===== src/rtl/lutram_chk_pkg.sv =====
// Shared types for the LUTRAM readback checker: run-level states and write sub-steps.
package lutram_chk_pkg;

  typedef enum logic [2:0] {
    IDLE,
    SCAN,
    WRITE,
    VERIFY,
    RESTORE,
    DONE
  } state_e;

  typedef enum logic [1:0] {
    SETUP,
    STROBE,
    HOLD
  } wstep_e;

endpackage


===== src/rtl/lutram_chk_walker.sv =====
// Address counter and per-address step timer. Read phases last SETTLE+1 steps per address,
// write phases last SETUP/STROBE/HOLD; the write enable is registered and high only in STROBE.
module lutram_chk_walker
  import lutram_chk_pkg::*;
#(
  parameter int ADDR_W = 6,
  parameter int SETTLE = 2
) (
  input  logic              clk,
  input  logic              rst_n,
  input  logic              clear,
  input  logic              run,
  input  logic              write_mode,
  output logic [ADDR_W-1:0] addr,
  output logic [ADDR_W-1:0] addr_next,
  output logic              sample,
  output logic              last_step,
  output logic              phase_last,
  output logic              we
);

  localparam int STEP_MAX = (SETTLE > int'(HOLD)) ? SETTLE : int'(HOLD);
  localparam int STEP_W   = $clog2(STEP_MAX + 1);

  logic [STEP_W-1:0] step;
  logic [STEP_W-1:0] limit;

  assign limit      = write_mode ? STEP_W'(int'(HOLD)) : STEP_W'(SETTLE);
  assign last_step  = (step == limit);
  assign phase_last = last_step && (addr == '1);
  assign sample     = run && !write_mode && last_step;
  assign addr_next  = addr + ADDR_W'(1);

  always_ff @(posedge clk or negedge rst_n) begin
    if (!rst_n) begin
      addr <= '0;
      step <= '0;
      we   <= 1'b0;
    end else begin
      // SETUP is always followed by STROBE within the same address, so we is a pure lookahead.
      we <= run && write_mode && !clear && (step == STEP_W'(int'(SETUP)));
      if (clear) begin
        addr <= '0;
        step <= '0;
      end else if (run) begin
        if (last_step) begin
          step <= '0;
          addr <= addr_next;
        end else begin
          step <= step + STEP_W'(1);
        end
      end
    end
  end

endmodule


===== config.mk =====
export PLATFORM = sky130hd
export DESIGN_NAME = lutram_chk_walker
export DESIGN_NICKNAME = d
export VERILOG_FILES = /design/src/rtl/lutram_chk_pkg.sv /design/src/rtl/lutram_chk_walker.sv
export SDC_FILE = /design/constraint.sdc
export NUM_CORES = 1
export LEC_CHECK = 0
export CAP_MARGIN = 20
export CORE_AREA = 3 3 40 42
export CTS_BUF_LIST = sky130_fd_sc_hd__clkbuf_4 sky130_fd_sc_hd__clkbuf_8
export DETAILED_ROUTE_END_ITERATION = 10
export DIE_AREA = 0 0 43 45
export PLACE_DENSITY = 0.82
export SKIP_LAST_GASP = 1
export SYNTH_ARGS = -nofsm -noshare
export SYNTH_HDL_FRONTEND = slang
export SYNTH_SLANG_ARGS = --single-unit

===== constraint.sdc =====
create_clock -name clk -period 2.95 [get_ports clk]
set_input_delay 0.59 -clock clk [delete_from_list [all_inputs] [get_ports clk]]
set_output_delay 0.59 -clock clk [all_outputs]
set_load 0.02 [all_outputs]

==> results of run 1 <==
## critical path, cell delays in order
cell and delay (ps):
sky130_fd_sc_hd__clkdlybuf4s50_1 610, sky130_fd_sc_hd__nand3b_4 170, sky130_fd_sc_hd__nor2_1 120, sky130_fd_sc_hd__clkdlybuf4s50_1 610
## worst min-delay path by stage
| stage | startpoint | end | slack [ps] | depth (start not counted) |
|---|---|---|---|---|
| 3_3_place_gp | addr[5] | addr[5] | 590 | 2 |
| 4_1_cts | addr[5] | addr[5] | 610 | 2 |
| 6_report | addr[5] | addr[5] | 610 | 2 |
| 5_1_grt | addr[5] | addr[5] | 630 | 2 |
| 3_5_place_dp | addr[5] | addr[5] | 610 | 2 |
| 2_1_floorplan | rst_n | addr[0] | 290 | 0 |
## sequential cells by signal, indices dropped and copies added (netlist names)
name / flops
we: 1
addr: 6
step: 2
## layout by cell type, fill, tap and decap left out, drive strengths merged
master and n:
clkbuf 4, nor2 9, nand4b 1, o21ai 2, nor2b 1, nand2b 1
dfrtp 9, or3 2, xnor2 3, o31ai 1, ha 1, xor2 3
mux2i 2, nand2 1, inv 1, nand3b 2, clkdlybuf4s50 20, nand3 4
a21oi 4, or4 1
## cell type report
class                      instances  area (um2)
multi-input combinational         38       262.8
clock buffer                       4       30.03
tap                               15       18.77
timing repair buffer              20       200.2
inverter                           1       3.754
sequential                         9       225.2
fill                             124       544.3
## cells in the mapped netlist
master / n
sky130_fd_sc_hd__nand3_1: 3
sky130_fd_sc_hd__xor2_1: 3
sky130_fd_sc_hd__nand3b_4: 1
sky130_fd_sc_hd__inv_1: 1
sky130_fd_sc_hd__or3_1: 1
sky130_fd_sc_hd__xnor2_1: 3
sky130_fd_sc_hd__nor2_1: 9
sky130_fd_sc_hd__a21oi_1: 4
sky130_fd_sc_hd__nand3b_1: 1
sky130_fd_sc_hd__clkbuf_2: 1
sky130_fd_sc_hd__dfrtp_1: 9
sky130_fd_sc_hd__o31ai_1: 1
sky130_fd_sc_hd__nand2b_1: 1
sky130_fd_sc_hd__or4_1: 1
sky130_fd_sc_hd__mux2i_1: 2
sky130_fd_sc_hd__nor2b_1: 1
sky130_fd_sc_hd__nand2_1: 1
sky130_fd_sc_hd__buf_1: 1
sky130_fd_sc_hd__nand4b_1: 1
sky130_fd_sc_hd__or3_2: 1
sky130_fd_sc_hd__nand3_4: 1
sky130_fd_sc_hd__ha_1: 1
sky130_fd_sc_hd__o21ai_0: 2
## power groups by stage
stage	Clock [uW]	Sequential, uW	Combinational, uW
finish	103	130	29.6
global route	110	131	32.6
CTS	105	130	30.3
detailed placement	0	133	30.2
global placement	0	132	29.8
floorplan	0	133	14.9
## cell families (layout without fill, tap and decap cells)
family                   after synthesis  in the layout
AND/OR/NAND/NOR                       22             22
flip-flops                             9              9
AO/OA/AOI/OAI                          7              7
XOR/XNOR                               6              6
buffers and inverters                  3             25
multiplexers                           2              2
adder cells (fa/ha/maj)                1              1
## metrics by stage
step | cells | total power [uW] | area [um2]
final | 87 | 262.7 | 740.7
after global placement | 83 | 162.1 | 710.7
after detailed placement | 83 | 162.8 | 710.7
after global routing | 87 | 273.2 | 740.7
after floorplan | 50 | 148.0 | 500.5
after CTS | 87 | 265.8 | 740.7
## metal layers
layer	part of all wire (%)	routed length (um)	GRT usage (%)	up-vias
li1	-	-	-	219
met2	45	471	17.66	20
met4	2.2	23	10.84	0
met3	7.3	77	1.992	2
met1	46	478	15.21	195
met5	0	0	0	-
==> results.toml, run 1 <==
[global_routing]
grt_pass1_wl_mm = 1.697
grt_util_all_layers_pct = 12.05
grt_pass1_vias = 403
antenna_found_initial = 0
gr-total-overflow = 0
grt_max_degree = 10

[worst_setup_path]
r2r_end = "addr[4]"
reg2reg_setup_slack_ps = 1510
rr_worst_depth = 4
worst_ep_required_time_ps = 2360
crit_fanout = 9
startpoint_of_the_most_critical_register_to_register_path = "addr[0]"
setup.worst_path.class = "in -> out"
start_kind = "input port"
crit_arrival_ps = 2110
cp-endpoint = "sample"
timing.critical_path.to_type = "output pin"
cp-startpoint = "run"

[run]
cap_violations = 0

[placed_design]
port_buffer_count = 20
post_placement_worst_setup_slack_ps = 243.1
post-dp-hpwl_um = 798.9
gp_congestion = 0.7392

[synthesis]
netlist_instances = 50
synth_compound_gate_area_share_pct = 7.500
ys_seq_elements = 9
yosys.area_share.simple_pct = 28.00
synth.area.mux_share_pct = 4.000
share_of_the_synthesized_netlist_area_taken_by_xor_and_xnor_gates_pct = 10.50
cell_taking_the_most_area_after_synthesis = "sky130_fd_sc_hd__dfrtp_1"
warning_count_from_the_yosys_run = 0
synth_largest_type_area_fraction_pct = 45.00
syn_area_um2 = 500.5
synthAdderAreaFrac_pct = 2.500
synth_top_family_by_area = "simple AND/OR/NAND/NOR gates"
synth_seq_area_share_pct = 45.00
syn_area_per_cell_um2 = 10.01
top_area_cells_in_the_synthesized_netlist = "sky130_fd_sc_hd__dfrtp_1, sky130_fd_sc_hd__nor2_1, sky130_fd_sc_hd__xnor2_1, sky130_fd_sc_hd__xor2_1, sky130_fd_sc_hd__a21oi_1"
synth_cell_type_count = 23
post_syn_nets = 56

[cells_and_area]
layout-drive-gt1-share_pct = 9.722
antenna-diode-count = 0
layout-area-overhead-vs-synth_pct = 48.00
final_core_util_pct = 57.64
nets = 79

[cts]
max-clock-path-buffers = 2
clk_pin_slew_worst_setup_hold_paths_ps = 60
cts_tree = "done"
later_pin_clock_latency_in_the_skew_report_ps = 250
h-tree-depth = 1
cts_inserted_buffers = 3
post_cts.repair.setup_buffers = 0
cts_hold_buf = 0
clock_tree.root_cell = "sky130_fd_sc_hd__clkbuf_4"
cts-resized-gates = 0
cts_num_sinks = 9

[sta]
finalWorstPathRequiredPeriod_ps = 2697
totalNegativeSetupSlack_ps = 0
worst_slack_ps = 252.8
rsz0062_at_grt = "false"
tightestPinTransition_ps = 401.1
fin_worst_skew_ps = 2.375
finalMaxSlewViolations = 0
maxSlewHeadroom_pct = 73.18
hold-worst-slack_ps = 608.1
finalSetupViolations = 0
finalCritPeriodShare_pct = 91.43
achievable-frequency_ghz = 0.3707
final-hold-violation-count = 0

[power]
power-per-cell-area_mw_per_mm2 = 354.6
power.switching_fraction_pct = 22.87
netSwitchingPower_uw = 60.08
peakVddDrop_mv = 0.1895
seq_power_share_pct = 49.6
power_frac_comb_pct = 11.3
static-leakage-power_uw = 0.0003223
p_clk_share_pct = 39.1
internal-power_uw = 202.6

[floorplanning]
initial_core_util_pct = 38.95
floorplan.io_pins = 21
floorplan.die.height_um = 45
core.rowCount = 13
floorplan.die_area_mm2 = 0.001935
fp.coreArea_mm2 = 0.001285
die_w_um = 43

[drt]
route.detailed.drc = 0
via_count = 436
drt_iter0_drc = 7
routed_wire_length_per_instance_um = 12.07
wl_mm = 1.050
ant_nets = 0
viasPerCell = 5.011
drt_first_pass_iters = 4

[hold_path]
min-delay-path-class = "reg -> reg"

[outcome]
run_status = "finished clean"
Note: power is estimated with default switching activity, not from simulation.
==> run 2, diff against run 1 <==
--- a/config.mk
+++ b/config.mk
@@ -5,12 +5,14 @@
 export SDC_FILE = /design/constraint.sdc
 export NUM_CORES = 1
 export LEC_CHECK = 0
+export ABC_CLOCK_PERIOD_IN_PS = 2950
 export CAP_MARGIN = 20
 export CORE_AREA = 3 3 40 42
 export CTS_BUF_LIST = sky130_fd_sc_hd__clkbuf_4 sky130_fd_sc_hd__clkbuf_8
 export DETAILED_ROUTE_END_ITERATION = 10
 export DIE_AREA = 0 0 43 45
 export PLACE_DENSITY = 0.82
+export SKIP_CTS_REPAIR_TIMING = 1
 export SKIP_LAST_GASP = 1
 export SYNTH_ARGS = -nofsm -noshare
 export SYNTH_HDL_FRONTEND = slang
==> results of run 2 <==
Same layout as run 1: the final DEF is identical, and so are final timing and power.
==> run 3, diff against run 2 <==
--- a/config.mk
+++ b/config.mk
@@ -11,7 +11,8 @@
 export CTS_BUF_LIST = sky130_fd_sc_hd__clkbuf_4 sky130_fd_sc_hd__clkbuf_8
 export DETAILED_ROUTE_END_ITERATION = 10
 export DIE_AREA = 0 0 43 45
-export PLACE_DENSITY = 0.82
+export DONT_BUFFER_PORTS = 1
+export PLACE_DENSITY = 0.62
 export SKIP_CTS_REPAIR_TIMING = 1
 export SKIP_LAST_GASP = 1
 export SYNTH_ARGS = -nofsm -noshare
==> run 3 against run 2 <==
  * Cell count down 22%
  * Critical path type is now reg -> out
  * Register-to-register slack worse by 170 ps
  * Wire length down 0.38%
  * Global-route usage up 1.1 points
==> results.toml, run 3 (same netlist as run 1, synthesis figures left out) <==
[cells_and_area]
fillerInstances = 132
multi_input_combinational_cell_area_um2 = 262.8
register_area_um2 = 225.2
antenna-diode-count = 0
finish.cell_count_without_fillers = 68
largest_register_ffs = 6
top_flop_regs = "addr (6), step (2), we (1)"
layout-drive-gt1-share_pct = 13.21
layout-area-overhead-vs-synth_pct = 10.00
registers.top_by_ff_count = "addr"
most-common-layout-cells = "sky130_fd_sc_hd__nor2_1, sky130_fd_sc_hd__dfrtp_1, sky130_fd_sc_hd__a21oi_1, sky130_fd_sc_hd__clkbuf_4"
nets = 60

[drt]
routed_wire_length_per_instance_um = 15.38
drt_first_pass_iters = 4
viasPerCell = 5.500
route.detailed.drc = 0
wl_mm = 1.046
ant_nets = 0
via_count = 374
drt_iter0_drc = 3

[run]
cap_violations = 0

[sta]
rsz0062_at_grt = "false"
final-hold-violation-count = 0
finalCritPeriodShare_pct = 78.58
fin_worst_skew_ps = 5.831
finalWorstPathRequiredPeriod_ps = 2318
finalSetupViolations = 0
tightestPinTransition_ps = 505.4
maxSlewHeadroom_pct = 66.24
achievable-frequency_ghz = 0.4314
finalMaxSlewViolations = 0
totalNegativeSetupSlack_ps = 0

[placed_design]
gp_congestion = 0.6935
post-dp-hpwl_um = 721.3
numPlacedInstances = 63
port_buffer_count = 0

[cts]
cts_inserted_buffers = 3
max-clock-path-buffers = 2
later_pin_clock_latency_in_the_skew_report_ps = 270
clk_pin_slew_worst_setup_hold_paths_ps = 70
cts_tree = "done"
h-tree-depth = 1
clock_tree.root_cell = "sky130_fd_sc_hd__clkbuf_4"
cts_num_sinks = 9

[floorplanning]
core.rowCount = 13
fp.coreArea_mm2 = 0.001285
floorplan.io_pins = 21
die_w_um = 43
floorplan.die.height_um = 45
initial_core_util_pct = 38.95
floorplan.die_area_mm2 = 0.001935

[worst_setup_path]
start_kind = "flop"
crit_path_top_delay_cell = "sky130_fd_sc_hd__dfrtp_1"
crit_fanout = 4
worstPathCellList = "ha_1 > nand3_1 > xnor2_1"
crit_arrival_ps = 1730
timing.critical_path.to_type = "output pin"
worst_ep_required_time_ps = 2360
setup.worst_path.class = "reg -> out"
cpPeakStageDelay_ps = 530

[global_routing]
grt_pass1_vias = 377
antenna_found_initial = 0
grt_pass1_wl_mm = 1.800
grt_util_all_layers_pct = 13.19
gr-total-overflow = 0
grt_max_degree = 10

[power]
power-per-cell-area_mw_per_mm2 = 471.0
static-leakage-power_uw = 0.0002554
totalPowerFinal_uw = 259.3
peakVddDrop_mv = 0.1933

[hold_path]
min-delay-path-class = "in -> reg"

[outcome]
run_status = "finished clean"
-- run 3: cell count changes in the layout (fill, tap and decap cells not counted), sizes merged --
cell,change
dlygate4sd3,+1
clkdlybuf4s50,-20
-- run 3: area by class of cell --
class / count / area share [%]
timing repair buffer: 1 / 1.818
clock buffer: 4 / 5.455
sequential: 9 / 40.91
inverter: 1 / 0.6818
tap: 15 / 3.409
multi-input combinational: 38 / 47.73
-- run 3: where the power goes --
part	switching, uW	total [uW]	internal [uW]
clock	49.7	111	61.7
combinational	9.17	16.3	7.15
sequential	5.36	132	126
-- run 3: worst max-delay path, delay by kind of cell, from the launching register on --
family | cells | cell delay [ps]
XOR/XNOR | 1 | 460
adder cells (fa/ha/maj) | 1 | 290
flip-flops | 1 | 530
AND/OR/NAND/NOR | 1 | 170
-- run 3: final timing paths --
| path | start | endpoint | slack (ps) | cells past startpoint |
|---|---|---|---|---|
| max | addr[1] | addr_next[4] | 630 | 3 |
| min | clear | addr[5] | 370 | 1 |
| max reg2reg | addr[1] | addr[4] | 1340 | 4 |
| min reg2reg | step[0] | step[1] | 610 | 2 |
| max in group asynchronous | rst_n | addr[3] | 1970 | 1 |
| min in group asynchronous | rst_n | addr[4] | 680 | 1 |
-- run 3: routing by layer --
metal  track usage, %  wire length, um
met4            7.229               19
met1            16.34              501
met5                0                0
met3            8.765              121
met2            17.07              403
-- run 3: per-stage QoR --
step	util (%)	hold WS (ps)	area [um2]	setup WS (ps)
3_3_place_gp	39.73	294.6	510.5	959.4
2_1_floorplan	-	294.4	500.5	1042
6_report	42.84	369.1	550.5	631.8
3_5_place_dp	39.73	294.6	510.5	915.2
5_1_grt	42.84	356.0	550.5	470.8
4_1_cts	42.06	-5.793	540.5	611.5
==> edit 1: new RTL, flow settings as in run 3 <==
Put a register stage on the outputs `sample` and `phase_last`, cleared by the reset. The values now appear one clock later. The other outputs are not delayed to match.
--- a/src/rtl/lutram_chk_walker.sv
+++ b/src/rtl/lutram_chk_walker.sv
@@ -28,6 +28,13 @@
   assign limit      = write_mode ? STEP_W'(int'(HOLD)) : STEP_W'(SETTLE);
   assign last_step  = (step == limit);
-  assign phase_last = last_step && (addr == '1);
-  assign sample     = run && !write_mode && last_step;
+  always_ff @(posedge clk or negedge rst_n) begin
+    if (!rst_n) begin
+      sample     <= '0;
+      phase_last <= '0;
+    end else begin
+      sample     <= run && !write_mode && last_step;
+      phase_last <= last_step && (addr == '1);
+    end
+  end
   assign addr_next  = addr + ADDR_W'(1);
 
Behaviour: not the same (Yosys sat finds a counterexample within 4 cycles, from zero or initial values and one cycle with rst_n low).
==> edit 1 against run 3 <==
Cell area increased by 13%; hold slack improved by 0.0062 ns; wire length increased by 4.2%; power is 10% higher; sequential cell count rose by 2; worst setup slack better by 0.018 ns; synthesized area increased by 11%.
==> edit 1: results (changes against run 3) <==
stage	metric	value	unit	change
outcome	status	finished clean		unchanged
placed_design	hpwl	773	um	was 721 um
global_routing	grtUsageMet3	0.0558		was 0.0876
global_routing	grt_max_degree	12		was 10
placed_design	pre_cts_ws	0.933	ns	was 0.915 ns
detailed_routing	drt_first_iter_violations	9		was 3
placed_design	post_dp_cell_area	571	um^2	was 510 um^2
logic_synthesis	yosys-top-cells-area	dfrtp_1, xnor2_1, xor2_1		was dfrtp_1, nor2_1, xnor2_1
logic_synthesis	ys.flop_type	dfrtp_1		unchanged
logic_synthesis	yosys.area_share.xor_xnor	0.0946		was 0.105
logic_synthesis	synthAdderAreaFrac	0.0225		was 0.0250
finish	reg_top3	addr (6), step (2)		was addr (6), step (2), we (1)
logic_synthesis	synthArstFlopShare	1.00		unchanged
finish	drive_gt1_frac	0.100		was 0.132
finish	layout-area-overhead-vs-synth	11.7	%	was 10.0%
clock_tree	insertion_delay	0.26	ns	
global_routing	grt_pass1_vias	388		was 377
critical_path	crit_path_start_kind	register		unchanged
clock_tree	cts_root_buf	clkbuf_4		unchanged
detailed_routing	post_drt_wl_per_cell	14.5	um	was 15.4 um
timing	tightest_slew	0.475	ns	was 0.505 ns
critical_path	r2r_start	addr[1]		unchanged
logic_synthesis	ys_types	21		was 23
global_routing	grt_pass1_wl	1750	um	was 1800 um
placed_design	placed_cells	69		was 63
clock_tree	htree_levels	1		unchanged
logic_synthesis	ys_seq_area_frac	0.495		was 0.450
finish	layout.nets	67		was 60
critical_path	arrival	1.71	ns	was 1.73 ns
logic_synthesis	yosys-top-cells-count	dfrtp_1, nor2_1, nand3_1, a21oi_1		was dfrtp_1, nor2_1, a21oi_1
min_path	min_from	clear		unchanged
placed_design	port_buffers	0		unchanged
power_and_ir_drop	power.leakage	0.291	nW	was 0.255 nW
global_routing	grtUsageMet2	0.162		was 0.171
logic_synthesis	yosysMostFrequentCell	dfrtp_1		
finish	fillers	118		was 132
global_routing	met1_usage	0.167		was 0.163
finish	diodes	0		unchanged
logic_synthesis	avgSynthCellArea	10.1	um^2	was 10.0 um^2
power_and_ir_drop	ir_worst_vdd	0.274	mV	was 0.193 mV
critical_path	crit_fanout	6		was 4
clock_tree	numCtsBuffers	3		unchanged
detailed_routing	routed_wl	1090	um	was 1050 um
logic_synthesis	muxShareOfSynthArea	0.0405		was 0.0400
clock_tree	path_clk_slew	0.07	ns	about the same
clock_tree	clock_tree.buffer_depth	2		unchanged
placed_design	gp_congestion	0.706		was 0.694
detailed_routing	vias	404		was 374
timing	clock_skew	0.00352	ns	was 0.00583 ns
global_routing	antenna_found_initial	0		unchanged
global_routing	grt_usage	0.121		was 0.132
logic_synthesis	synth_warnings	0		unchanged
global_routing	gr-max-usage-layer	met1		was met2
min_path	min_path_type	input pin to register		unchanged
logic_synthesis	synth_nets	61		was 56
logic_synthesis	synth_compound_area_frac	0.0541		was 0.0750
detailed_routing	drt-pass1-iter-count	4		unchanged
-- edit 1: changes by cell type after synthesis, sizes merged --
cell           run 3  this run
nand2              1         3
buf                1         0
mux2i              2         0
inv                1         2
or4                1         0
nor2               9         6
o31ai              1         0
nand3              4         5
dfrtp              9        11
nand2b             1         3
nor4b              0         1
nor3               0         2
mux2               0         2
-- edit 1: kinds of logic after synthesis --
kind of cell / count (synthesis)
fa+ha+maj: 1
simple gates: 26
flops: 11
xor+xnor: 6
buf+inv: 3
compound gates: 6
mux: 2
-- edit 1: worst max-delay path, cell delays in order (launching register included) --
cell	delay (ns)
dfrtp_1	0.54
ha_1	0.31
nand3_1	0.15
xnor2_1	0.44
-- edit 1: routing by layer --
layer	wire length [um]	up-vias
met2	438	18
met1	515	187
met5	0	-
met3	136	0
met4	0	0
li1	-	199
-- edit 1: worst paths after layout --
kind                           endpoint  slack [ns]  cells after the start
min reg2reg                          we        0.53                      1
max in group asynchronous       step[1]        1.97                      1
min                             addr[4]        0.38                      1
max reg2reg                     addr[4]        1.36                      4
min in group asynchronous       addr[2]        0.57                      1
max                        addr_next[4]        0.65                      3
-- edit 1: where the power goes --
part / total [mW] / internal (mW) / switching, mW
clock network: 0.112 / 0.0615 / 0.0501
registers: 0.158 / 0.153 / 0.00484
logic: 0.0165 / 0.00804 / 0.00848
-- edit 1: cell type report --
class,count,area share
timing repair buffer,2,0.0323
sequential,11,0.444
multi-input combinational,41,0.433
tap,15,0.0302
clock buffer,4,0.0484
inverter,2,0.0121
==> edit 2: new RTL, config.mk and constraints of run 3 <==
Made on the original files. Change the parameter `SETTLE` from 2 to 4.
--- a/src/rtl/lutram_chk_walker.sv
+++ b/src/rtl/lutram_chk_walker.sv
@@ -5,5 +5,5 @@
 #(
   parameter int ADDR_W = 6,
-  parameter int SETTLE = 2
+  parameter int SETTLE = 4
 ) (
   input  logic              clk,
Check against the original RTL: not equivalent (Yosys sat finds a counterexample within 4 cycles, from zero or initial values and one cycle with rst_n low).
==> edit 2 against run 3 <==
Synthesized cell count up 34%; sequential cell count increased by 1; power up 12%; synthesized area up 23%; cell area increased by 23%; largest cell class unchanged; worst setup slack worse by 0.039 ns; final cell count increased by 25%; sequential share of layout area shrank 3.9 points; non-clock buffer count rose by 1; wire length is 12% higher.
==> edit 2: results (changes against run 3) <==
stage	metric	value	unit	change
logic_synthesis	yosys-top-cells-count	dfrtp_1, nor2_1, xnor2_1		was dfrtp_1, nor2_1, a21oi_1
critical_path	crit_fanout	6		was 4
placed_design	hpwl	847	um	was 721 um
global_routing	grt_pass1_wl	1730	um	was 1800 um
timing	clock_skew	0.00432	ns	was 0.00583 ns
detailed_routing	post_drt_wl_per_cell	13.8	um	was 15.4 um
global_routing	grt_usage	0.123		was 0.132
critical_path	rr_worst_depth	5		was 4
power_and_ir_drop	ir_worst_vdd	0.193	mV	about the same
critical_path	r2r_setup_slack	1.19	ns	was 1.34 ns
clock_tree	cts_root_buf	clkbuf_4		unchanged
detailed_routing	drt_first_iter_violations	5		was 3
global_routing	grt_pass1_vias	391		was 377
power_and_ir_drop	netSwitchingFraction	0.233		was 0.248
global_routing	antenna_found_initial	0		unchanged
finish	reg_top3	addr (6), step (3), we (1)		was addr (6), step (2), we (1)
critical_path	endpoint	phase_last		was addr_next[4]
critical_path	r2r_end	addr[5]		was addr[4]
placed_design	pre_cts_ws	0.727	ns	was 0.915 ns
logic_synthesis	ys_seq_area_frac	0.406		was 0.450
min_path	min_path_type	input pin to asynchronous set/reset pin		was input pin to register
logic_synthesis	synth_nets	75		was 56
critical_path	r2r_start	step[1]		was addr[1]
placed_design	gp_congestion	0.678		was 0.694
outcome	status	finished clean		unchanged
detailed_routing	viasPerCell	5.42		was 5.50
finish	fillers	130		was 132
timing	maxSlewHeadroom	0.678		was 0.662
power_and_ir_drop	power.leakage	0.292	nW	was 0.255 nW
finish	layout.nets	79		was 60
edit 2: changes by cell type in the layout (fill, tap and decap cells not counted), moves of 2 or more:
cell | before | now
a211oi_1 | 0 | 3
nand2b_1 | 1 | 3
ha_1 | 1 | 3
o21ai_0 | 2 | 0
nand2_1 | 1 | 3
xnor2_1 | 3 | 6
inv_1 | 1 | 4
edit 2: cell families (layout without fill, tap and decap cells):
| family | after synthesis | count (layout) | synth area share |
|---|---|---|---|
| compound gates | 8 | 8 | 0.0811 |
| xor+xnor | 8 | 8 | 0.114 |
| fa+ha+maj | 3 | 3 | 0.0609 |
| buf+inv | 8 | 11 | 0.0547 |
| flops | 10 | 10 | 0.406 |
| mux | 3 | 3 | 0.0568 |
| simple gates | 27 | 27 | 0.227 |
edit 2: worst min path at each step:
stage,from,endpoint,slack (ns),depth (start not counted)
floorplan,rst_n,addr[0],0.29,0
global placement,rst_n,addr[2],0.29,0
detailed placement,rst_n,addr[0],0.29,0
CTS,rst_n,addr[0],0.004,0
global route,rst_n,addr[4],0.002,0
finish,rst_n,addr[4],0.01,0
edit 2: layer usage:
metal  wire length (um)  vias to the layer above  global-route usage
met5                  0                        -                   0
met4                  9                        0              0.0904
met3                 61                        2              0.0478
met2                549                       12               0.177
met1                551                      218               0.149
li1                   -                      229                   -
edit 2: power by group through the flow:
stage | registers [mW] | clock network, mW | logic, mW
after detailed placement | 0.148 | 0 | 0.0184
after global routing | 0.146 | 0.135 | 0.0238
after global placement | 0.148 | 0 | 0.0185
final | 0.145 | 0.126 | 0.0206
after CTS | 0.145 | 0.130 | 0.0185
after floorplan | 0.147 | 0 | 0.0195
edit 2: area by class of cell:
| class | instances | area (um^2) | share of cell area |
|---|---|---|---|
| Clock buffer | 4 | 36.3 | 0.0537 |
| Inverter | 5 | 20.0 | 0.0296 |
| Multi-Input combinational cell | 49 | 333 | 0.493 |
| Tap cell | 15 | 18.8 | 0.0278 |
| Sequential cell | 10 | 250 | 0.370 |
| Timing Repair Buffer | 2 | 17.5 | 0.0259 |
edit 2: worst max-delay path, stage by stage, from the launching register on:
cell and delay, ns:
dfrtp_1 0.42, or3b_1 0.47, a21o_1 0.26, nor3_1 0.19, buf_4 0.17
edit 2: metrics by stage:
step | area [um^2] | instances
6_report | 676 | 85
5_1_grt | 676 | 85
4_1_cts | 666 | 84
3_5_place_dp | 629 | 80
3_3_place_gp | 629 | 80
2_1_floorplan | 617 | 67
